==> config.mk <==
export PLATFORM = sky130hd
export DESIGN_NAME = ahb_slave_wbuf
export DESIGN_NICKNAME = d
export VERILOG_FILES = /design/src/rtl/ahb_slave_wbuf.sv
export SDC_FILE = /design/constraint.sdc
export NUM_CORES = 1
export LEC_CHECK = 0
export CAP_MARGIN = 5
export CORE_MARGIN = 1
export CORE_UTILIZATION = 45
export CTS_BUF_LIST = sky130_fd_sc_hd__clkbuf_16
export CTS_CLUSTER_SIZE = 24
export DETAILED_ROUTE_END_ITERATION = 10
export PLACE_DENSITY_LB_ADDON = 0.12
export SLEW_MARGIN = 15
export SYNTH_ARGS = -nofsm -noshare
export SYNTH_HDL_FRONTEND = slang
export SYNTH_SLANG_ARGS = --single-unit
==> constraint.sdc <==
create_clock -name HCLK -period 2.5 [get_ports HCLK]
set_input_delay 0.5 -clock HCLK [delete_from_list [all_inputs] [get_ports HCLK]]
set_output_delay 0.5 -clock HCLK [all_outputs]
set_load 0.02 [all_outputs]
==> src/rtl/ahb_slave_wbuf.sv <==
// AHB-Lite responder that turns each accepted beat into one valid/ready backend
// command; writes are posted through a single-entry buffer, reads block the bus.
module ahb_slave_wbuf #(
  parameter int AHB_DATA_WIDTH    = 64,
  parameter int AHB_ADDRESS_WIDTH = 32
) (
  input  logic                            HCLK,
  input  logic                            HRESETn,
  input  logic                            HSEL,
  input  logic [AHB_ADDRESS_WIDTH-1:0]    HADDR,
  input  logic                            HWRITE,
  input  logic [2:0]                      HSIZE,
  input  logic [2:0]                      HBURST,
  input  logic [1:0]                      HTRANS,
  input  logic [AHB_DATA_WIDTH-1:0]       HWDATA,
  input  logic                            HREADY,
  output logic                            HREADYOUT,
  output logic                            HRESP,
  output logic [AHB_DATA_WIDTH-1:0]       HRDATA,
  output logic                            be_valid,
  input  logic                            be_ready,
  output logic                            be_write,
  output logic [AHB_ADDRESS_WIDTH-1:0]    be_addr,
  output logic [2:0]                      be_size,
  output logic [AHB_DATA_WIDTH/8-1:0]     be_strb,
  output logic [AHB_DATA_WIDTH-1:0]       be_wdata,
  input  logic                            be_rvalid,
  input  logic [AHB_DATA_WIDTH-1:0]       be_rdata
);

  localparam int STRB_W = AHB_DATA_WIDTH / 8;
  localparam int LANE_W = $clog2(STRB_W);

  typedef enum logic [2:0] {
    DP_IDLE, DP_WR, DP_RD_REQ, DP_RD_RESP, DP_RD_DONE, DP_ERR1, DP_ERR2
  } state_t;

  state_t                         state_q, state_d;
  logic [AHB_ADDRESS_WIDTH-1:0]   dp_addr_q, dp_addr_d;
  logic [2:0]                     dp_size_q, dp_size_d;
  logic [STRB_W-1:0]              dp_strb_q, dp_strb_d;
  logic                           wb_full_q, wb_full_d;
  logic [AHB_ADDRESS_WIDTH-1:0]   wb_addr_q, wb_addr_d;
  logic [2:0]                     wb_size_q, wb_size_d;
  logic [STRB_W-1:0]              wb_strb_q, wb_strb_d;
  logic [AHB_DATA_WIDTH-1:0]      wb_data_q, wb_data_d;
  logic [AHB_DATA_WIDTH-1:0]      hrdata_q, hrdata_d;

  logic                           accept;
  logic                           addr_ok;
  logic                           ready_out;
  logic [7:0]                     align_mask;
  logic [STRB_W-1:0]              lane_strb;
  int                             lane_off;
  int                             lane_bytes;

  // Burst type and SEQ/NONSEQ distinction do not affect per-beat handling.
  logic unused_inputs;
  assign unused_inputs = ^{HBURST, HTRANS[0]};

  assign accept = HSEL & HREADY & HTRANS[1];

  always_comb begin
    align_mask = (8'd1 << HSIZE) - 8'd1;
    addr_ok    = (HSIZE <= 3'(LANE_W)) && ((HADDR[6:0] & align_mask[6:0]) == 7'd0);
    lane_off   = int'(HADDR[LANE_W-1:0]);
    lane_bytes = 32'd1 << HSIZE;
    lane_strb  = '0;
    for (int i = 0; i < STRB_W; i++) begin
      lane_strb[i] = (i >= lane_off) && (i < lane_off + lane_bytes);
    end
  end

  always_comb begin
    case (state_q)
      DP_IDLE, DP_RD_DONE, DP_ERR2: ready_out = 1'b1;
      DP_WR:                        ready_out = !wb_full_q;
      default:                      ready_out = 1'b0;
    endcase
  end

  always_comb begin
    state_d   = state_q;
    dp_addr_d = dp_addr_q;
    dp_size_d = dp_size_q;
    dp_strb_d = dp_strb_q;
    wb_full_d = wb_full_q;
    wb_addr_d = wb_addr_q;
    wb_size_d = wb_size_q;
    wb_strb_d = wb_strb_q;
    wb_data_d = wb_data_q;
    hrdata_d  = hrdata_q;

    if (wb_full_q && be_ready) begin
      wb_full_d = 1'b0;
    end

    case (state_q)
      // A buffered write always goes out ahead of the read command.
      DP_RD_REQ: begin
        if (!wb_full_q && be_ready) begin
          state_d = DP_RD_RESP;
        end
      end
      DP_RD_RESP: begin
        if (be_rvalid) begin
          hrdata_d = be_rdata;
          state_d  = DP_RD_DONE;
        end
      end
      DP_ERR1: state_d = DP_ERR2;
      default: ;
    endcase

    // Completing data phase: capture write data and sample the next address phase.
    if (ready_out && HREADY) begin
      if (state_q == DP_WR) begin
        wb_full_d = 1'b1;
        wb_addr_d = dp_addr_q;
        wb_size_d = dp_size_q;
        wb_strb_d = dp_strb_q;
        wb_data_d = HWDATA;
      end
      if (accept) begin
        dp_addr_d = HADDR;
        dp_size_d = HSIZE;
        dp_strb_d = lane_strb;
        if (!addr_ok) begin
          state_d = DP_ERR1;
        end else if (HWRITE) begin
          state_d = DP_WR;
        end else begin
          state_d = DP_RD_REQ;
        end
      end else begin
        state_d = DP_IDLE;
      end
    end
  end

  always_ff @(posedge HCLK or negedge HRESETn) begin
    if (!HRESETn) begin
      state_q   <= DP_IDLE;
      dp_addr_q <= '0;
      dp_size_q <= '0;
      dp_strb_q <= '0;
      wb_full_q <= 1'b0;
      wb_addr_q <= '0;
      wb_size_q <= '0;
      wb_strb_q <= '0;
      wb_data_q <= '0;
      hrdata_q  <= '0;
    end else begin
      state_q   <= state_d;
      dp_addr_q <= dp_addr_d;
      dp_size_q <= dp_size_d;
      dp_strb_q <= dp_strb_d;
      wb_full_q <= wb_full_d;
      wb_addr_q <= wb_addr_d;
      wb_size_q <= wb_size_d;
      wb_strb_q <= wb_strb_d;
      wb_data_q <= wb_data_d;
      hrdata_q  <= hrdata_d;
    end
  end

  assign HREADYOUT = ready_out;
  assign HRESP     = (state_q == DP_ERR1) || (state_q == DP_ERR2);
  assign HRDATA    = hrdata_q;

  always_comb begin
    be_valid = 1'b0;
    be_write = 1'b0;
    be_addr  = '0;
    be_size  = '0;
    be_strb  = '0;
    be_wdata = '0;
    if (wb_full_q) begin
      be_valid = 1'b1;
      be_write = 1'b1;
      be_addr  = wb_addr_q;
      be_size  = wb_size_q;
      be_strb  = wb_strb_q;
      be_wdata = wb_data_q;
    end else if (state_q == DP_RD_REQ) begin
      be_valid = 1'b1;
      be_addr  = dp_addr_q;
      be_size  = dp_size_q;
      be_strb  = dp_strb_q;
    end
  end

endmodule

==> flow_summary_export.csv, run 1 <==
group,metric,value,unit
global_route,grt_pass1_wl,39300,µm
outcome,outcome,"complete, no violations",
cells_and_area,nNetsFinal,1352,
cells_and_area,instances_no_fill,1458,
drt,wl_per_cell,17.1,µm
setup_path,r2r_start,"state_q[2]",
cells_and_area,utilization,0.694,
clocking,cts-root-buf,"clkbuf_16",
clocking,cts-buffers-inserted,24,
clocking,clk_latency,0.51,ns
setup_path,rr_endpoint,"wb_addr_q[13]",
logic_synthesis,ys_top_cells_by_area,"dfrtp_1, mux2_2, nand2_1",
setup_path,cp_max_fo,3,
power,power.total,17.3,mW
setup_path,reg2reg_depth,7,
drt,viasPerCell,4.95,
logic_synthesis,netlist_instances,797,
setup_path,path_delay_family,"simple AND/OR/NAND/NOR gates",
timing,max_slew_margin,0.651,
logic_synthesis,yosysMostFrequentCell,"dfrtp_1",
floorplanning,start_util,0.461,
floorplanning,die_h,146,µm
cells_and_area,n_antenna_cell,0,
min_path,min_path_cells,2,
floorplanning,die_area,21500,µm²
min_path,min-delay-start,"HRDATA[56]",
placed_design,place.gp.congestion,0.801,
placed_design,hpwl,16900,µm
logic_synthesis,synth_fp_nets,978,
drt,dr.pass1.iters,4,
min_path,hold_path.class,"flop to flop",
placed_design,io_buffers,345,
drt,vias,7216,
setup_path,cp.arrival,2.83,ns
power,leakagePower,6.79,nW
logic_synthesis,syn-mean-instance-area,11.8,µm²
logic_synthesis,async_reset_ff_frac,1.00,
cells_and_area,syn_to_final_growth,50.4,%
floorplanning,core_area,20400,µm²
setup_path,required,2.89,ns
drt,post-route-drc-count,0,
floorplanning,die_x,146,µm
logic_synthesis,seq_area_frac_synth,0.581,
power,pwr_density_cell,1220,nW/µm²
cells_and_area,nFillCells,1561,
floorplanning,rows,52,
placed_design,placed_cells,1399,
floorplanning,pin_count,350,
timing,hold_viol,0,
timing,finalCritPeriodShare,0.977,
logic_synthesis,syn_area,9390,µm²
setup_path,max_stage_delay,0.50,ns
logic_synthesis,synth_top_cell_by_area,"dfrtp_1",
logic_synthesis,yosys_warnings,0,
timing,setup_viol_count_final,0,
global_route,gr-total-overflow,0,
power,ir_drop,0.716,mV
cells_and_area,drive_above_1_share,0.231,
logic_synthesis,synth_common_cells,"dfrtp_1, nand2_1, mux2_2, and2_1, a22o_1",
setup_path,path_cells,"clkdlybuf4s50_1, or3_4, inv_2, ha_4, fa_2, nand4b_1, a2bb2oi_2, or4_1, a32o_1",
clocking,clock-sinks,218,
setup_path,crit_path_start_kind,"input port",
setup_path,path_class,"input port to flop",
logic_synthesis,ys_types,49,
logic_synthesis,synth-main-ff-cell,"dfrtp_1",
setup_path,r2r_slack,0.48,ns
min_path,whs_endpoint,"HRDATA[56]",
timing,max_freq,409,MHz
logic_synthesis,ys_ff_latch,218,
setup_path,endpoint_kind,"flop",
global_route,antenna_found_initial,0,
global_route,grt_pass1_vias,7316,
logic_synthesis,yosys.area.top_type_share,0.581,
global_route,grt.total_usage,0.230,
setup_path,critPathBufInv,2,
placed_design,preCtsSetupSlack,-0.433,ns
timing,worst_slack,0.0577,ns
clocking,clock_path_buffers,3,
clocking,cts_max_level,1,
drt,initialDrtViolationCount,273,
logic_synthesis,synth_edf_count,0,
run,drv_cap,0,
drt,drt_wl_total,24900,µm
timing,skew,0.0162,ns
clocking,clk_pin_slew,0.06,ns
timing,slew_viol_final,0,
global_route,grt_max_degree,65,
timing,period_needed,2.44,ns
drt,ant_nets,0,
timing,worst_slew_pin_slew,0.524,ns
clocking,cts_tree,"yes",
setup_path,cpMaxStageDelayCell,"clkdlybuf4s50_1",
registers in the layout (all words and copies together), names as in the netlist:
register / count
wb_addr_q: 32
dp_strb_q: 8
wb_strb_q: 8
dp_size_q: 3
wb_full_q: 1
HRDATA: 64
wb_size_q: 3
dp_addr_q: 32
state_q: 3
wb_data_q: 64
layout make-up:
class	count	area [µm²]	area share
flip-flops and latches	218	5460	0.386
repair buffers	399	3810	0.270
multi-input cells	523	3750	0.265
clock buffers	25	626	0.0443
well taps	270	338	0.0239
clock inverters	18	130	0.00921
inverters	5	18.8	0.00133
power breakdown:
part,total (mW),switching (mW),internal (mW)
Sequential,6.19,0.923,5.27
Clock,3.37,1.37,2.00
Combinational,7.70,3.77,3.93
Total,17.3,6.06,11.2
tightest hold or removal path, delay by kind of cell, from the launching register on:
kind             cells  cell delay [ns]
AND/OR/NAND/NOR      2             0.10
flip-flops           1             0.34
per-stage QoR:
step	hold slack, ns	setup TNS (ns)	cell area [µm²]
after floorplan	0.204	-0.133	9430
after global placement	0.457	-1.82	13400
after detailed placement	0.461	-2.39	13400
after CTS	0.475	-0.0418	14100
after global routing	0.490	-0.184	14100
final	0.469	0	14100
metal layers:
metal / global-route usage / part of all wire
met1: 0.286 / 0.41
met2: 0.386 / 0.48
met3: 0.0659 / 0.076
met4: 0.0740 / 0.030
met5: 0 / 0
timing repair:
item	4_1_cts	5_1_grt
gates cloned	2	0
pin swaps	0	2
endpoints found under the hold margin	57	0
buffers inserted	9	5
endpoints found under the setup margin	110	41
gates resized for setup	215	32
hold buffers	1	0
worst max path at each step:
stage / from / to / slack [ns] / depth (start not counted)
2_1_floorplan: HSIZE[2] / dp_strb_q[4] / -0.04 / 8
3_3_place_gp: HSIZE[1] / dp_strb_q[5] / -0.38 / 7
3_5_place_dp: HSIZE[2] / dp_strb_q[0] / -0.43 / 11
4_1_cts: state_q[2] / be_addr[28] / -0.04 / 6
5_1_grt: state_q[2] / be_addr[11] / -0.03 / 7
6_report: HSIZE[2] / dp_strb_q[6] / 0.06 / 9
cell usage in the layout (no fill, tap or decap), types with 2 or more instances in the layout:
master / instances
a211oi_1: 2
a21oi_1: 5
a22o_1: 44
a31oi_1: 2
a32o_1: 2
and2_1: 66
buf_12: 10
buf_2: 30
buf_4: 40
buf_6: 8
bufinv_16: 2
clkbuf_16: 25
clkbuf_2: 2
clkdlybuf4s50_1: 240
clkinv_1: 7
clkinv_2: 5
dfrtp_1: 217
dlygate4sd2_1: 63
ha_1: 4
inv_1: 7
mux2_1: 9
mux2_2: 122
mux2_4: 10
nand2_1: 200
nand3_1: 3
nand4b_1: 2
nor2_1: 7
nor2b_1: 2
o211ai_1: 2
o21ai_0: 9
o21ai_1: 2
or4_1: 2
xor2_1: 2
cell families after synthesis:
group	count (synthesis)	synth area share
flops	218	0.581
buf+inv	56	0.0261
xor+xnor	3	0.00280
simple gates	296	0.145
mux	141	0.173
compound gates	77	0.0637
fa+ha+maj	6	0.00879
Note: power is estimated with default switching activity, not from simulation.
==> run 2, diff against run 1 <==
CORE_ASPECT_RATIO = 0.7   (was unset)
CTS_CLUSTER_SIZE = unset   (was 24)
clock period = 2.41 ns   (was 2.5 ns; I/O delays follow)
==> run 2 against run 1 <==
Utilization grew 0.87 points. Sequential share of layout area is essentially flat. Clock skew decreased by 0.0024 ns. Flip-flop and latch count unchanged. Wire length rose by 3.2%. Critical path depth down 3. Register-to-register slack lost 0.26 ns.
==> flow_summary_export.csv, run 2 (same netlist as run 1, synthesis figures left out) <==
group,metric,value,unit
setup_path,critPathBufInv,3,
cells_and_area,nNetsFinal,1341,
drt,viasPerCell,4.94,
global_route,gr-total-overflow,0,
setup_path,path_cells,"nand2b_4, nor3_4, buf_6, clkbuf_16, a22o_1, buf_2",
drt,initialDrtViolationCount,389,
floorplanning,start_util,0.467,
cells_and_area,drive_above_1_share,0.227,
cells_and_area,layout_commonest_cell,"clkdlybuf4s50_1",
drt,wl_per_cell,17.8,µm
setup_path,path_delay_family,"buffers and inverters",
global_route,antenna_found_initial,0,
setup_path,endpoint_kind,"primary output",
setup_path,cp_max_fo,11,
setup_path,path_class,"flop to primary output",
drt,ant_nets,0,
setup_path,required,1.93,ns
floorplanning,die_h,123,µm
global_route,grt_pass1_wl,39000,µm
power,leakagePower,6.75,nW
timing,slew_viol_final,0,
clocking,cts-buffers-inserted,22,
timing,hold_ws,0.416,ns
power,pwr_density_cell,1270,nW/µm²
clocking,clk_latency,0.50,ns
floorplanning,die_area,21500,µm²
placed_design,io_buffers,345,
outcome,outcome,"complete, no violations",
clocking,clock_path_buffers,3,
min_path,whs_endpoint,"dp_size_q[0]",
timing,max_slew_margin,0.658,
floorplanning,rows,43,
clocking,clk_pin_slew,0.06,ns
global_route,grt_pass1_vias,7035,
setup_path,r2r_slack,0.22,ns
setup_path,crit_path_start_kind,"flop",
setup_path,rr_endpoint,"wb_addr_q[15]",
clocking,cts-root-buf,"clkbuf_16",
clocking,clock-sinks,218,
setup_path,r2r_start,"wb_full_q",
placed_design,place.gp.congestion,0.807,
setup_path,max_stage_delay,0.38,ns
floorplanning,pin_count,350,
global_route,grt.total_usage,0.231,
timing,worst_slew_pin_slew,0.513,ns
drt,post-route-drc-count,0,
clocking,cts_max_level,1,
power,ir_drop,0.616,mV
clocking,cts_tree,"yes",
timing,skew,0.0138,ns
min_path,min_path_cells,3,
cells_and_area,syn_to_final_growth,50.5,%
timing,period_needed,2.35,ns
drt,vias,7140,
min_path,min-delay-start,"HSIZE[0]",
drt,dr.pass1.iters,4,
timing,max_freq,425,MHz
cells_and_area,n_antenna_cell,0,
cells_and_area,layout_common_cells,"clkdlybuf4s50_1, dfrtp_1, nand2_1, mux2_2, and2_1",
setup_path,cp.arrival,1.87,ns
setup_path,cpMaxStageDelayCell,"dfrtp_1",
timing,finalCritPeriodShare,0.976,
run,drv_cap,0,
timing,hold_viol,0,
min_path,hold_path.class,"input port to flop",
cells_and_area,utilization,0.703,
placed_design,hpwl,17200,µm
global_route,grt_max_degree,65,
floorplanning,die_x,175,µm
timing,grt_setup_unrepaired,"yes",
setup_path,reg2reg_depth,6,
drt,drt_wl_total,25700,µm
timing,setup_viol_count_final,0,
floorplanning,core_area,20100,µm²
[run 2: changes by cell type in the layout (fill, tap and decap cells not counted), sizes merged, moves of 3 or more]
| cell | change |
|---|---|
| clkdlybuf4s15 | +11 |
| clkdlybuf4s50 | -10 |
| buf | -8 |
| dlygate4sd2 | -5 |
| clkinv | -3 |
[run 2: metal layers]
layer  part of all wire  GRT usage  vias to the layer above
li1                   -          -                     3427
met1               0.45      0.320                     3462
met2               0.47      0.368                      213
met3              0.061     0.0536                       38
met4              0.023     0.0576                        0
met5                  0          0                        -
[run 2: final cells by class]
class	count	area, µm²
clock buffers	23	576
clock inverters	15	119
fillers	1497	5980
inverters	5	18.8
multi-input cells	523	3750
flip-flops and latches	218	5460
well taps	270	338
repair buffers	390	3870
[run 2: where the power goes]
| group | total, mW | switching (mW) | internal, mW |
|---|---|---|---|
| combinational | 8.16 | 3.98 | 4.17 |
| clock | 3.31 | 1.38 | 1.93 |
| sequential | 6.44 | 0.973 | 5.46 |
| total | 17.9 | 6.33 | 11.6 |
[run 2: how the worst max path moves through the flow]
stage | start | to | slack [ns] | cells past startpoint
global placement | HSIZE[1] | dp_strb_q[4] | -0.48 | 8
detailed placement | HSIZE[1] | dp_strb_q[6] | -0.56 | 8
CTS | state_q[2] | be_addr[18] | 0.0001 | 7
finish | state_q[2] | be_addr[20] | 0.06 | 6
global route | state_q[2] | be_strb[0] | -0.04 | 6
floorplan | HSIZE[2] | dp_strb_q[4] | -0.12 | 8
[run 2: through the flow]
step / setup TNS [ns] / std cells / area [µm²] / power [mW] / worst slack [ns]
after floorplan: -0.421 / 797 / 9430 / 11.0 / -0.117
after global placement: -2.27 / 1394 / 13400 / 14.6 / -0.484
after detailed placement: -2.95 / 1394 / 13400 / 14.7 / -0.559
after CTS: 0 / 1442 / 14000 / 17.9 / 0.000114
after global routing: -0.463 / 1444 / 14100 / 18.9 / -0.0355
final: 0 / 1444 / 14100 / 17.9 / 0.0573
[run 2: worst reg2reg max path, cell delays in order, from the launching register on]
cell and delay [ns]:
dfrtp_4 0.56, buf_16 0.20, o21ai_2 0.19, and3_2 0.28
nand3_4 0.23, buf_12 0.27, mux2_1 0.34
[run 2: what timing repair did]
| item | CTS | global route |
|---|---|---|
| pin swaps | 4 | 5 |
| hold endpoints to repair | 58 | 0 |
| buffers inserted | 6 | 0 |
| gates resized for setup | 287 | 34 |
| hold buffers | 1 | 0 |
| gates cloned | 3 | 3 |
| setup endpoints to repair | 112 | 53 |
==> run 3, diff against run 2 <==
CTS_CLUSTER_SIZE = 20   (was unset)
==> results of run 3 <==
Final layout, timing and power as in run 2 (identical DEF).
